`config.mk`:
```
export PLATFORM = sky130hd
export DESIGN_NAME = exec_ctrl
export DESIGN_NICKNAME = d
export VERILOG_FILES = /design/src/rtl/exec_ctrl_pkg.sv /design/src/rtl/exec_ctrl_sat_counter.sv /design/src/rtl/exec_ctrl.sv
export SDC_FILE = /design/constraint.sdc
export NUM_CORES = 1
export LEC_CHECK = 0
export BUFFER_PORTS_ARGS = -buffer_cell sky130_fd_sc_hd__buf_2
export CAP_MARGIN = 10
export CORE_UTILIZATION = 56
export CTS_BUF_LIST = sky130_fd_sc_hd__clkbuf_2 sky130_fd_sc_hd__clkbuf_4 sky130_fd_sc_hd__clkbuf_8
export CTS_CLUSTER_DIAMETER = 30
export DETAILED_ROUTE_END_ITERATION = 8
export PLACE_DENSITY_LB_ADDON = 0.2
export SKIP_CTS_REPAIR_TIMING = 1
export SLEW_MARGIN = 10
export SYNTH_ARGS = -nofsm -noshare
export SYNTH_HDL_FRONTEND = slang
export SYNTH_SLANG_ARGS = --single-unit
```
`constraint.sdc`:
```
create_clock -name clk -period 2.1 [get_ports clk]
set_clock_uncertainty 0.05 [all_clocks]
set_input_delay 0.105 -clock clk [delete_from_list [all_inputs] [get_ports clk]]
set_output_delay 0.105 -clock clk [all_outputs]
set_load 0.005 [all_outputs]
```
`src/rtl/exec_ctrl_pkg.sv`:
```
`default_nettype none
// +----------------------------------------------------------------------+
// | Module      : exec_ctrl_pkg                                          |
// | Description : Shared types and default widths for the run-control    |
// |               sequencer (state encoding, default parameter values).  |
// | Revision    : 1.0 - initial release                                  |
// +----------------------------------------------------------------------+
package exec_ctrl_pkg;

  localparam int c_ADDR_W_DFLT = 9;
  localparam int c_CNT_W_DFLT  = 16;

  typedef enum logic [2:0] {
    ST_IDLE      = 3'd0,
    ST_LOAD      = 3'd1,
    ST_RUN       = 3'd2,
    ST_STEP_WAIT = 3'd3,
    ST_HALTED    = 3'd4
  } exec_state_t;

  // States in which the core is executing a program (cycles are billed).
  function automatic logic is_active(input exec_state_t st);
    return (st == ST_RUN) || (st == ST_STEP_WAIT);
  endfunction

endpackage
`default_nettype wire

```
`src/rtl/exec_ctrl_sat_counter.sv`:
```
`default_nettype none
// +----------------------------------------------------------------------+
// | Module      : sat_counter                                            |
// | Description : W-bit up-counter with synchronous clear that holds at  |
// |               all-ones; sat_pulse flags an increment that reaches    |
// |               (or pushes against) the maximum value.                 |
// | Revision    : 1.0 - initial release                                  |
// +----------------------------------------------------------------------+
module sat_counter #(
  parameter int W = 16
) (
  input  logic         clk,
  input  logic         rst_n,
  input  logic         clr,
  input  logic         inc,
  output logic [W-1:0] count,
  output logic         sat_pulse
);

  localparam logic [W-1:0] c_MAX = '1;

  logic [W-1:0] r_count;

  assign count     = r_count;
  assign sat_pulse = inc & ~clr & (r_count >= c_MAX - 1'b1);

  // Count up on inc, clear has priority, never wrap past all-ones.
  always_ff @(posedge clk or negedge rst_n) begin
    if (!rst_n) begin
      r_count <= '0;
    end else if (clr) begin
      r_count <= '0;
    end else if (inc && (r_count != c_MAX)) begin
      r_count <= r_count + 1'b1;
    end
  end

endmodule
`default_nettype wire

```
`src/rtl/exec_ctrl.sv`:
```
`default_nettype none
// +----------------------------------------------------------------------+
// | Module      : exec_ctrl                                              |
// | Description : Run-control sequencer for the single-cycle core:       |
// |               start / PC load / run / single-step / halt, core       |
// |               enable gating and saturating performance counters.     |
// |               Optional watchdog enabled by EXEC_CTRL_WATCHDOG_EN.    |
// | Revision    : 1.0 - initial release                                  |
// +----------------------------------------------------------------------+
module exec_ctrl
  import exec_ctrl_pkg::*;
#(
  parameter int ADDR_W = c_ADDR_W_DFLT,
  parameter int CNT_W  = c_CNT_W_DFLT
`ifdef EXEC_CTRL_WATCHDOG_EN
  , parameter int WDOG_W = 20
`endif
) (
  input  logic              clk,
  input  logic              rst_n,
  input  logic              start,
  input  logic [ADDR_W-1:0] start_addr,
  input  logic              step_mode,
  input  logic              step_req,
  input  logic              halt_in,
  input  logic              branch_taken_in,
  output logic              core_en,
  output logic              pc_load,
  output logic [ADDR_W-1:0] pc_load_addr,
  output logic              done,
  output logic              busy,
  output logic [CNT_W-1:0]  instr_count,
  output logic [CNT_W-1:0]  cycle_count,
  output logic [CNT_W-1:0]  taken_count,
  output logic              cnt_sat
`ifdef EXEC_CTRL_WATCHDOG_EN
  , input  logic [WDOG_W-1:0] wdog_limit,
  output logic                wdog_trip
`endif
);

  exec_state_t       r_state;
  logic              r_step_prev;
  logic              r_done;
  logic              r_cnt_sat;
  logic [ADDR_W-1:0] r_pc_load_addr;

  logic w_active;
  logic w_step_edge;
  logic w_core_en;
  logic w_commit;
  logic w_halt;
  logic w_wdog_hit;
  logic w_sat_instr;
  logic w_sat_cycle;
  logic w_sat_taken;

  assign w_active    = is_active(r_state);
  assign w_step_edge = step_req & ~r_step_prev;
  // In step mode only a fresh rising edge of step_req releases an instruction.
  assign w_core_en   = (r_state == ST_RUN) | ((r_state == ST_STEP_WAIT) & w_step_edge);
  // halt_in / branch_taken_in are meaningful only when the instruction commits.
  assign w_commit    = w_core_en & ~halt_in;
  assign w_halt      = w_core_en & halt_in;

  assign core_en      = w_core_en;
  assign pc_load      = (r_state == ST_LOAD);
  assign pc_load_addr = r_pc_load_addr;
  assign done         = r_done;
  assign busy         = (r_state == ST_LOAD) | w_active;
  assign cnt_sat      = r_cnt_sat;

`ifdef EXEC_CTRL_WATCHDOG_EN
  logic [WDOG_W-1:0] w_wdog_cnt;
  logic              w_wdog_sat;
  logic              r_wdog_trip;

  sat_counter #(.W(WDOG_W)) u_wdog_cnt (
    .clk       (clk),
    .rst_n     (rst_n),
    .clr       (start),
    .inc       (w_active),
    .count     (w_wdog_cnt),
    .sat_pulse (w_wdog_sat)
  );

  // The limit-th active cycle is the last one; a saturated count is a backstop.
  assign w_wdog_hit = w_active && (wdog_limit != '0) &&
                      ((w_wdog_cnt >= wdog_limit - 1'b1) || w_wdog_sat);
  assign wdog_trip  = r_wdog_trip;

  // Sticky trip flag, cleared when a new run is started.
  always_ff @(posedge clk or negedge rst_n) begin
    if (!rst_n) begin
      r_wdog_trip <= 1'b0;
    end else if (start) begin
      r_wdog_trip <= 1'b0;
    end else if (w_wdog_hit) begin
      r_wdog_trip <= 1'b1;
    end
  end
`else
  assign w_wdog_hit = 1'b0;
`endif

  // Run-control FSM; start overrides everything, including a halt in flight.
  always_ff @(posedge clk or negedge rst_n) begin
    if (!rst_n) begin
      r_state        <= ST_IDLE;
      r_done         <= 1'b0;
      r_pc_load_addr <= '0;
    end else if (start) begin
      r_state        <= ST_LOAD;
      r_done         <= 1'b0;
      r_pc_load_addr <= start_addr;
    end else begin
      case (r_state)
        ST_IDLE: r_state <= ST_IDLE;
        ST_LOAD: r_state <= step_mode ? ST_STEP_WAIT : ST_RUN;
        ST_RUN: begin
          if (w_halt || w_wdog_hit) begin
            r_state <= ST_HALTED;
            r_done  <= 1'b1;
          end else if (step_mode) begin
            r_state <= ST_STEP_WAIT;
          end
        end
        ST_STEP_WAIT: begin
          if (w_halt || w_wdog_hit) begin
            r_state <= ST_HALTED;
            r_done  <= 1'b1;
          end else if (!step_mode) begin
            r_state <= ST_RUN;
          end
        end
        ST_HALTED: r_state <= ST_HALTED;
        default:   r_state <= ST_IDLE;
      endcase
    end
  end

  // Previous step_req value for rising-edge detection.
  always_ff @(posedge clk or negedge rst_n) begin
    if (!rst_n) begin
      r_step_prev <= 1'b0;
    end else begin
      r_step_prev <= step_req;
    end
  end

  // Sticky saturation flag across all performance counters.
  always_ff @(posedge clk or negedge rst_n) begin
    if (!rst_n) begin
      r_cnt_sat <= 1'b0;
    end else if (start) begin
      r_cnt_sat <= 1'b0;
    end else if (w_sat_instr || w_sat_cycle || w_sat_taken) begin
      r_cnt_sat <= 1'b1;
    end
  end

  // Counters clear on the edge that enters LOAD so they read zero during LOAD.
  sat_counter #(.W(CNT_W)) u_instr_cnt (
    .clk       (clk),
    .rst_n     (rst_n),
    .clr       (start),
    .inc       (w_commit),
    .count     (instr_count),
    .sat_pulse (w_sat_instr)
  );

  sat_counter #(.W(CNT_W)) u_cycle_cnt (
    .clk       (clk),
    .rst_n     (rst_n),
    .clr       (start),
    .inc       (w_active),
    .count     (cycle_count),
    .sat_pulse (w_sat_cycle)
  );

  sat_counter #(.W(CNT_W)) u_taken_cnt (
    .clk       (clk),
    .rst_n     (rst_n),
    .clr       (start),
    .inc       (w_commit & branch_taken_in),
    .count     (taken_count),
    .sat_pulse (w_sat_taken)
  );

endmodule
`default_nettype wire
```
==> results.md <==
* Synth Area in Compound Gates at 0.102
* Crit path launch type: flop
* Die Height at 79.8 um
* Post-Synthesis Cells at 328
* Switching Share at 0.246
* PortBufs at 77
* Cell variety after synth at 47
* Worst-margin pin slew at 0.577 ns
* WL per Instance at 15.2 um
* P&R area growth vs syn at 23.1%
* Ant. Diodes at 0
* Final Slew Violations at 0
* Mapped cell area at 0.00339 sq mm
* Iter 0 DRT Violations at 88
* Die X at 79.8 um
* Largest net degree at the start of global routing at 43
* Core Region at 0.00568 sq mm
* Synth Area in Simple Gates at 0.248
* Syn avg cell area at 10.3 sq um
* Final Util at 0.734
* Grt met3 use at 0.0457
* GR met1 Demand/Resource at 0.337
* RSZ-0062 raised after global routing: false
* Post-synthesis xor/xnor area fraction at 0.106
* Detailed placement HPWL at 5230 um
* Initial antenna violation count at 0
* Max cap viols at 0
* Switching Power at 0.603 mW
* Filler instances at 439
* Leak pwr at 1.93 nW
* Worst rel slew slack at 0.616
* Root buffer cell: clkbuf_8
* Combinational Power Share at 0.087
* Num CTS Buffers at 9
* Final Hold Viols at 0
* Synthesized net count at 350
* Clk pwr share at 0.391
* Gpl congestion at 0.893
* Pwr Density at 589 mW/mm^2
* Status: complete, no violations
* Met2 GRT Util at 0.391
* Row count at 27
* Critical Path Fanout Max at 8
* DR vias at 2800
* Register area share after synthesis at 0.466
* Clock Latency Late Sink at 0.34 ns
* # nets final at 444
* Final wirelength at 7550 um
* Setup TNS at 0 ns
* Die area at 0.00636 sq mm
* CTS Buffer Depth at 2
* Worst setup EP type: flop
* Max rail drop VDD at 0.000458 V
* Worst hold slack at 0.0611 ns
* Synth Register Bits at 63
* Total gr overflow at 0
* Tcrit/Tclk final at 0.911
* GRT Total Usage at 0.251
* Ports at 78
* First-pass GRT wire length at 12200 um
* WP data arrival at 2.09 ns
* Min Tclk post-route at 1.91 ns
* Clock-pin slew of the registers on the worst-case setup and hold paths at 0.07 ns
* Warnings, synthesis at 0
* Layout Cells excl Fill at 497
* Setup violators final at 0
* CTS tree: built
* Layout cell share with drive strength beyond 1 at 0.287
* Post-Synth Adder-Cell Area at 0.0222
* GR peak layer: met2
* Dpl cells at 471
* Max Freq at 523 MHz
* Drt via density at 5.63
* Reg power frac at 0.522
* Hold Crit Class: input port to flop
* Initial core utilization at 0.597
* Largest family of logic cells by synthesized area: simple AND/OR/NAND/NOR gates
* Router iterations before antenna repair at 4
* Antenna Violating Nets Remaining at 0
* Vias in the first global route at 2582
* Final Total Pwr at 2.46 mW
* DRC violations left at 0
* Reg area at 0.00158 sq mm
* Clock sink count at 63
* Pint at 1.85 mW
* H-tree depth at 3
* Area taken by multi-input logic gates at 0.00172 sq mm
* Post-synthesis mux area share at 0.0299
* Crit Path Category: flop to flop
* WP data required at 2.27 ns
==> registers in the layout, indices dropped and copies added, names as in the netlist <==
name,cells
cnt_sat,1
done,1
pc_load_addr,9
r_state,3
r_step_prev,1
u_cycle_cnt.count,16
u_instr_cnt.count,16
u_taken_cnt.count,16
==> critical path, stage by stage, from the launching register on <==
cell,delay [ns]
dfrtp_1,0.44
ha_1,0.20
nand4_1,0.08
or4_1,0.58
and2_4,0.23
xnor2_1,0.15
nor2_1,0.06
==> power by group through the flow <==
| stage | clock [mW] | sequential (mW) | combinational, mW |
|---|---|---|---|
| 2_1_floorplan | 0 | 1.30 | 0.101 |
| 3_3_place_gp | 0 | 1.30 | 0.193 |
| 3_5_place_dp | 0 | 1.30 | 0.198 |
| 4_1_cts | 0.979 | 1.28 | 0.199 |
| 5_1_grt | 1.03 | 1.29 | 0.237 |
| 6_report | 0.961 | 1.28 | 0.213 |
==> per-stage QoR <==
step | instance area (sq um) | setup WS, ns
floorplan | 3390 | 0.397
detailed placement | 3870 | 0.217
CTS | 4050 | 0.187
global route | 4170 | 0.0636
finish | 4170 | 0.186
global placement | 3870 | 0.263
==> layout by cell type (no fill, tap or decap), types with 6 or more instances in the layout <==
master and count:
nor2_1 51, buf_4 6, a21oi_1 6, and3_1 11
xnor2_1 11, nand2_1 12, nand4_1 13, buf_2 77
dfrtp_1 63, clkbuf_8 11, and4_1 8, mux2_2 9
dlygate4sd3_1 12, inv_1 10, nand3_1 18, o2111ai_1 7
ha_1 6, xor2_1 30
==> area by class of cell <==
cell class / count / area share
multi-input combinational: 242 / 0.413
sequential: 63 / 0.378
timing repair buffer: 96 / 0.137
clock buffer: 13 / 0.0399
tap: 72 / 0.0216
inverter: 10 / 0.00901
clock inverter: 1 / 0.00120
==> worst paths after layout <==
path                                           start                    end  slack [ns]  cells after the start
worst max-delay path            u_taken_cnt.count[1]   u_taken_cnt.count[0]        0.19                      6
worst min-delay path                         halt_in                   done        0.06                      3
worst max register to register  u_taken_cnt.count[1]   u_taken_cnt.count[0]        0.19                      6
worst min register to register       pc_load_addr[3]        pc_load_addr[3]        0.45                      1
max in group asynchronous                      rst_n             r_state[0]        1.18                      3
min in group asynchronous                      rst_n  u_cycle_cnt.count[14]        0.21                      2
==> cells by family (layout without fill, tap and decap cells) <==
| kind of cell | count (synthesis) | count (layout) |
|---|---|---|
| and+or+nand+nor | 145 | 145 |
| DFF | 63 | 63 |
| AOI/OAI and AO/OA | 41 | 41 |
| xor gates and xnor gates | 41 | 41 |
| buffers and inverters | 23 | 120 |
| muxes | 9 | 9 |
| adders and majority gates | 6 | 6 |
==> synth_stat cells (all sizes together) <==
cell	instances	share of area
or2	1	0.0018
nor4	2	0.0055
ha	6	0.022
nand4bb	2	0.013
a211o	1	0.0052
buf	2	0.0030
nor4b	2	0.014
inv	10	0.011
xnor2	11	0.028
or4	3	0.0067
nor3	4	0.0074
and2b	1	0.0022
a41oi	1	0.0026
a2111oi	2	0.011
clkbuf	11	0.012
and4	8	0.021
nand2b	3	0.0055
a22oi	1	0.0022
a21o	1	0.0022
mux2	9	0.030
and3	11	0.020
a211oi	6	0.021
o2111a	1	0.0033
o211ai	4	0.0089
nand2	12	0.013
nor2b	5	0.0092
nor3b	1	0.0022
dfrtp	63	0.47
xor2	30	0.078
nand4	13	0.024
o21a	2	0.0044
nand3	18	0.027
o2111ai	7	0.018
and2	4	0.0081
nor2	51	0.057
nand4b	4	0.010
o21ai	8	0.012
a21oi	7	0.011
==> per-layer routing <==
metal	wire length [um]	up-vias
met5	0	-
met4	158	0
met3	289	14
met2	3590	73
met1	3510	1359
li1	-	1354
No activity file was read; power rests on OpenSTA's default activity.
